[config.mk]
export PLATFORM = sky130hd
export DESIGN_NAME = if_fetch_unit
export DESIGN_NICKNAME = d
export VERILOG_FILES = /design/src/rtl/if_fetch_unit.sv
export SDC_FILE = /design/constraint.sdc
export NUM_CORES = 1
export LEC_CHECK = 0
export BUFFER_PORTS_ARGS = -buffer_cell sky130_fd_sc_hd__buf_2
export CAP_MARGIN = 20
export CELL_PAD_IN_SITES_DETAIL_PLACEMENT = 0
export CELL_PAD_IN_SITES_GLOBAL_PLACEMENT = 1
export CORE_MARGIN = 4
export CORE_UTILIZATION = 40
export CTS_BUF_LIST = sky130_fd_sc_hd__clkbuf_2 sky130_fd_sc_hd__clkbuf_4 sky130_fd_sc_hd__clkbuf_8
export DETAILED_ROUTE_END_ITERATION = 12
export PLACE_DENSITY = 0.79
export REMOVE_ABC_BUFFERS = 1
export SYNTH_ARGS = -nofsm -noshare
export SYNTH_HDL_FRONTEND = slang
export SYNTH_SLANG_ARGS = --single-unit
[constraint.sdc]
create_clock -name clk -period 6 [get_ports clk]
set_clock_uncertainty 0.15 [all_clocks]
set_input_delay 1.2 -clock clk [delete_from_list [all_inputs] [get_ports clk]]
set_output_delay 1.2 -clock clk [all_outputs]
set_load 0.1 [all_outputs]
[src/rtl/if_fetch_unit.sv]
// Instruction fetch front end: one outstanding word fetch, static prediction, push into the instruction queue.
// Latency: a returned word is pushed on the edge that sees mem_valid_i; the next request goes out on that same edge.
// Backpressure: full_i parks the returned word in a one-entry hold buffer and drops mem_req_o until the queue drains.
module if_fetch_unit #(
    parameter logic [31:0] RESET_PC = 32'h0000_0000
) (
    input  logic        clk,
    input  logic        rst,
    input  logic        rdy,
    input  logic        clear,
    input  logic [31:0] redirect_pc_i,
    output logic        mem_req_o,
    output logic [31:0] mem_addr_o,
    input  logic        mem_valid_i,
    input  logic [31:0] mem_inst_i,
    input  logic        full_i,
    output logic        we_o,
    output logic [31:0] inst_o,
    output logic [31:0] pc_o,
    output logic        bp_o
);

    typedef enum logic [1:0] {IDLE, WAIT, HOLD, DISCARD} state_t;

    localparam logic [6:0] OP_JAL    = 7'b1101111;
    localparam logic [6:0] OP_BRANCH = 7'b1100011;

    state_t      state, state_n;
    logic [31:0] pc, pc_n;
    logic [31:0] hold_inst, hold_inst_n;
    logic        req_n, we_n, bp_n;
    logic [31:0] addr_n, inst_n, pco_n;

    logic [31:0] src_inst, imm_j, imm_b, next_pc;
    logic        pred;

    // The word being predicted is either the live response or the parked one; pc always names it.
    always_comb begin
        src_inst = (state == HOLD) ? hold_inst : mem_inst_i;
        imm_j    = {{12{src_inst[31]}}, src_inst[19:12], src_inst[20], src_inst[30:21], 1'b0};
        imm_b    = {{20{src_inst[31]}}, src_inst[7], src_inst[30:25], src_inst[11:8], 1'b0};
        pred     = 1'b0;
        next_pc  = pc + 32'd4;
        case (src_inst[6:0])
            OP_JAL: begin
                pred    = 1'b1;
                next_pc = pc + imm_j;
            end
            OP_BRANCH: begin
                if (src_inst[31]) begin
                    pred    = 1'b1;
                    next_pc = pc + imm_b;
                end
            end
            default: ;
        endcase
    end

    always_comb begin
        state_n     = state;
        pc_n        = pc;
        hold_inst_n = hold_inst;
        req_n       = mem_req_o;
        addr_n      = mem_addr_o;
        we_n        = 1'b0;
        inst_n      = inst_o;
        pco_n       = pc_o;
        bp_n        = bp_o;
        case (state)
            IDLE: begin
                req_n   = 1'b1;
                addr_n  = clear ? redirect_pc_i : pc;
                pc_n    = clear ? redirect_pc_i : pc;
                state_n = WAIT;
            end
            WAIT: begin
                if (clear) begin
                    pc_n = redirect_pc_i;
                    // A request already on the bus cannot be withdrawn; wait it out in DISCARD.
                    if (mem_valid_i) addr_n = redirect_pc_i;
                    else             state_n = DISCARD;
                end else if (mem_valid_i) begin
                    if (!full_i) begin
                        we_n   = 1'b1;
                        inst_n = mem_inst_i;
                        pco_n  = pc;
                        bp_n   = pred;
                        pc_n   = next_pc;
                        addr_n = next_pc;
                    end else begin
                        hold_inst_n = mem_inst_i;
                        req_n       = 1'b0;
                        state_n     = HOLD;
                    end
                end
            end
            HOLD: begin
                if (clear) begin
                    pc_n    = redirect_pc_i;
                    req_n   = 1'b1;
                    addr_n  = redirect_pc_i;
                    state_n = WAIT;
                end else if (!full_i) begin
                    we_n    = 1'b1;
                    inst_n  = hold_inst;
                    pco_n   = pc;
                    bp_n    = pred;
                    pc_n    = next_pc;
                    req_n   = 1'b1;
                    addr_n  = next_pc;
                    state_n = WAIT;
                end
            end
            DISCARD: begin
                if (clear) pc_n = redirect_pc_i;
                if (mem_valid_i) begin
                    addr_n  = clear ? redirect_pc_i : pc;
                    state_n = WAIT;
                end
            end
            default: state_n = IDLE;
        endcase
    end

    always_ff @(posedge clk) begin
        if (rst) begin
            state      <= IDLE;
            pc         <= RESET_PC;
            hold_inst  <= 32'd0;
            mem_req_o  <= 1'b0;
            mem_addr_o <= RESET_PC;
            we_o       <= 1'b0;
            inst_o     <= 32'd0;
            pc_o       <= 32'd0;
            bp_o       <= 1'b0;
        end else if (rdy) begin
            state      <= state_n;
            pc         <= pc_n;
            hold_inst  <= hold_inst_n;
            mem_req_o  <= req_n;
            mem_addr_o <= addr_n;
            we_o       <= we_n;
            inst_o     <= inst_n;
            pc_o       <= pco_n;
            bp_o       <= bp_n;
        end
    end

endmodule
Yosys cells after proc, flatten, opt, wreduce, memory -nomap -nowiden
Index checks and enable logic that the tools add are counted.

Register bits: 165. Output and inout bits: 99. Logic and storage cells: 93.

Add/subtract/negate cells: 3. Equal/unequal tests: 16. Muxes and demuxes: 53. Bitwise gates (word level): 1. Reduce and logical (&&, ||, !) cells: 11.

Operator list (number): $mux 32 (22); $pmux 32 s2 (3); $pmux 32 s4 (1); $pmux 32 s3 (1); $add 32x32->32 (2); $add 32x3->32 const B (1); $eq 7x7->1 const B (2); $mux 1 (14); $mux 2 (7); $ne 2x2->1 const B (7); $ne 3x3->1 const B (4); $reduce_and 6->1 (2); $reduce_and 5->1 (2); $pmux 2 s4 (1); $reduce_and 7->1 (1); $pmux 1 s2 (3); $eq 2x2->1 const B (2); $pmux 1 s3 (1); $reduce_and 3->1 (1); $reduce_bool 3->1 (1); $eq 2x1->1 const B (1); $logic_not 2->1 (1); $reduce_and 2->1 (1); $reduce_bool 2->1 (1); 2 further kinds (2).

Logic depth before layout (Yosys ltp)
Depth in word-level cells: 9. Depth in mapped cells: 18. Depth with buffers taken out: 15.

Least setup slack after synthesis
No wires, ideal clock.

Kind: flip-flop to flip-flop. Start point: register state[0]. End point: register pc[27]. Setup time: 112 ps. Data arrival time: 4115 ps. Slack: 1622 ps. Stages on the path, launching flop included: 18. Buffers on the path: 4. Clock period less this slack: 4378 ps. Cells stage by stage: dfxtp_1 > inv_1 > ha_1 > buf_2 > buf_1 > buf_1 > mux2_2 > ha_1 > buf_6 > a21o_1 > a211oi_2 > nand3_1 > or3b_1 > a21bo_1 > a311oi_2 > xnor2_1 > a221oi_2 > a2111oi_1.

Cells in the longest elaborated chain, start to end: 9. Elaborated cells on any way between the ends: 19. Those cells by class: add/sub: 2; eq/ne: 6; mux: 8; reduce/logical: 3.

RTL lines: start: declaration (RTL line 28) `state_t state, state_n;`; start signal: assignment (RTL line 137) `state <= state_n;`; $eq 2x2->1 (RTL line 39, 69); $mux 32 (RTL line 39) `src_inst = (state == HOLD) ? hold_inst : mem_inst_i;`; $add 32x32->32 (RTL line 52) `next_pc = pc + imm_b;`; $mux 32 (RTL line 50) `if (src_inst[31]) begin`; $pmux 32 s2 (RTL line 44) `case (src_inst[6:0])`; $mux 32 (RTL line 83, 103); $mux 32 (RTL line 82) `end else if (mem_valid_i) begin`; $mux 32 (RTL line 77) `if (clear) begin`; $pmux 32 s3 (RTL line 69) `case (state)`; end signal: assignment (RTL line 138) `pc <= pc_n;`; end: declaration (RTL line 29) `logic [31:0] pc, pc_n;`.

Parallel ways exist; a longest one is shown, timed or not. The select of a mux whose other input is x is not followed. A chain may end at the register's enable or synchronous reset.

Worst setup path after layout
Same ends and word-level chain as after synthesis.

==> results_dict.tcl <==
set metrics [dict create \
    critical_path.top_delay_family "compound AO/OA/AOI/OAI gates" \
    fin_crit_sh_pct 80.7 \
    synth_flop_cell "dfxtp_1" \
    vias_per_cell 5.92 \
    fp.dieW_um 172 \
    post_cts_resized 0 \
    min_period_ns 4.84 \
    worstPathArrival_ns 5.04 \
    ys_types 69 \
    rsz0062_at_grt "no" \
    async_flop_share_pct 0 \
    vias 11000 \
    tritoncts "yes" \
    yosysTopAreaCell "dfxtp_1" \
    clock-sinks 165 \
    slew_headroom_pct 38.7 \
    yosysSeqAreaShare_pct 30.8 \
    numCtsBuffers 17 \
    first_global_vias 10400 \
    gp_congestion 0.923 \
    antenna_found_initial 0 \
    cp_cell_sequence "inv_1 > ha_2 > buf_4 > mux2_2 > ha_1 > a21o_1 > a211oi_2 > nand3_1 > or3b_1 > a21bo_1 > a311oi_2 > xnor2_1 > a221oi_2 > a2111oi_1" \
    tns_ns 0 \
    muxShareOfSynthArea_pct 6.33 \
    placed_area_um2 11800 \
    design_area_um2 12200 \
    maxCapViolations 0 \
    grt_max_degree 77 \
    initial_core_util_pct 40.9 \
    setup_ws_ns 1.16 \
    layout.cells.most_common "nand2_1" \
    core_um2 26200 \
    utilization_pct 46.5 \
    synthXorXnorAreaFrac_pct 5.07 \
    worst_ep_required_time_ns 6.20 \
    first_iter_violations 965 \
    p_per_area_nw_per_um2 260 \
    grt_pass1_wl_um 58800 \
    leakage_nw 5.00 \
    synth_area_leaders "dfxtp_1 (31%), nand2_1 (7.7%), a21oi_1 (7.0%)" \
    netlist.area_leader.share_pct 30.8 \
    drc 0 \
    row_count 59 \
    critPathMaxStageDelay_ns 0.51 \
    cts-root-buf "clkbuf_8" \
    insertion_delay_ns 0.48 \
    cts_hold_buffers 0 \
    synth-simple-area-share_pct 21.9 \
    ys_ff_latch 165 \
    routed_wl_um 38300 \
    wire_per_inst_um 20.6 \
    ir_drop_mv 0.127 \
    start_kind "flip-flop" \
    hold_violations 0 \
    synth_compound_area_share_pct 24.9 \
    finish.net_count 1635 \
    avgSynthCellArea_um2 7.64 \
    endpoint_kind "flip-flop" \
    synth-edff-count 0 \
    die_y_um 172 \
    clockBufferDepth 2 \
    worst_hold_slack_ns 0.307 \
    post-cts-setup-buffers 0 \
    fmax_mhz 207 \
    final_max_slew_viol_count 0 \
    path_class "flip-flop to flip-flop" \
    grt_use_total_pct 25.2 \
    ys_warn_count 0 \
    grt_overflow_total 0 \
    synth_adder_area_share_pct 6.57 \
    drive_gt1_share_pct 17.9 \
    drt_pass1_iterations 5 \
    cts-htree-levels 4 \
    worstPathMaxFanout 45 \
    worst_pin_slew_ns 0.919 \
    place.detailed.hpwl_um 27500 \
    syn_area_um2 10700 \
    worst-path-buf-inv 2 \
    pin_count 169 \
    cts.clk_slew.worst_paths_ns 0.11 \
    syn_inst 1401 \
    slowest_stage "buf_4" \
    area_growth_syn_to_layout_pct 13.8 \
    hp-class "flip-flop to flip-flop" \
    outcome "finished, final reports clean" \
    diodes 0 \
    drt.antenna.violating_nets 0 \
    port_buffers 168 \
    setup-violations-final 0 \
    final_cell_mix "nand2_1 (219), buf_2 (167), dfxtp_1 (165)" \
    synth_top_family_by_area "compound AO/OA/AOI/OAI gates" \
    post-place-ws_ns 1.25 \
    die-area_um2 29500 \
]
cell usage after synthesis, drive strengths merged (5+ instances only):
master / n
or3: 20
xnor2: 29
and3: 14
nand4: 20
dfxtp: 165
nor3: 25
xor2: 33
o2111ai: 5
clkbuf: 92
buf: 12
o211ai: 11
nand2: 219
a221oi: 14
a211oi: 26
o41ai: 5
o21ai: 80
o31ai: 14
o21bai: 5
nand3: 71
a21o: 29
and4: 7
mux2: 22
mux2i: 43
inv: 19
ha: 53
o21a: 10
nand2b: 7
nor2: 103
o221ai: 13
a31oi: 15
and2: 6
or2: 6
a21oi: 149
nor2b: 6
worst min-delay path, cell delays in order, from the launching register on:
cell and delay (ns):
dfxtp_1 0.32, nand2_1 0.05, a21oi_1 0.05
path summary, 6_finish.rpt:
path,startpoint,to,slack [ns],cells past startpoint
min reg2reg,pc_o[19],pc_o[19],0.31,2
max reg2reg,state[0],pc[27],1.16,14
max,state[0],pc[27],1.16,14
min,pc_o[19],pc_o[19],0.31,2
through the flow:
step / total power, W / instances
global placement: 0.00230 / 1826
global route: 0.00331 / 1858
floorplan: 0.00199 / 1297
detailed placement: 0.00230 / 1826
finish: 0.00316 / 1858
CTS: 0.00317 / 1858
cell type report:
class / count / area [um2]
Fill cell: 2711 / 14000
Multi-Input combinational cell: 1113 / 6950
Sequential cell: 165 / 3300
Timing Repair Buffer: 194 / 1040
Tap cell: 335 / 419
Clock buffer: 18 / 241
Clock inverter: 14 / 166
Inverter: 19 / 71.3
routing by layer:
| metal | wire length [um] | share of wire, % | global-route usage (%) |
|---|---|---|---|
| met3 | 2530 | 6.6 | 4.25 |
| met1 | 17600 | 46 | 35.1 |
| met5 | 0 | 0 | 0 |
| met2 | 17600 | 46 | 40.7 |
| met4 | 631 | 1.6 | 6.65 |
power breakdown:
group          total (W)  switching (W)  internal [W]
combinational    0.00106       0.000738      0.000325
clock           0.000871       0.000515      0.000356
sequential       0.00123      0.0000807       0.00115
cell families after synthesis:
group | Yosys count
and+or+nand+nor | 515
adders and majority gates | 55
DFF | 165
xor gates and xnor gates | 62
AOI/OAI and AO/OA | 416
buffers and inverters | 123
muxes | 65
sequential cells by signal, indices dropped and copies added, names as in the netlist:
name	flops
pc_o	32
state	2
we_o	1
inst_o	32
mem_addr_o	32
bp_o	1
pc	32
hold_inst	32
mem_req_o	1
(Power assumes the default switching activity.)
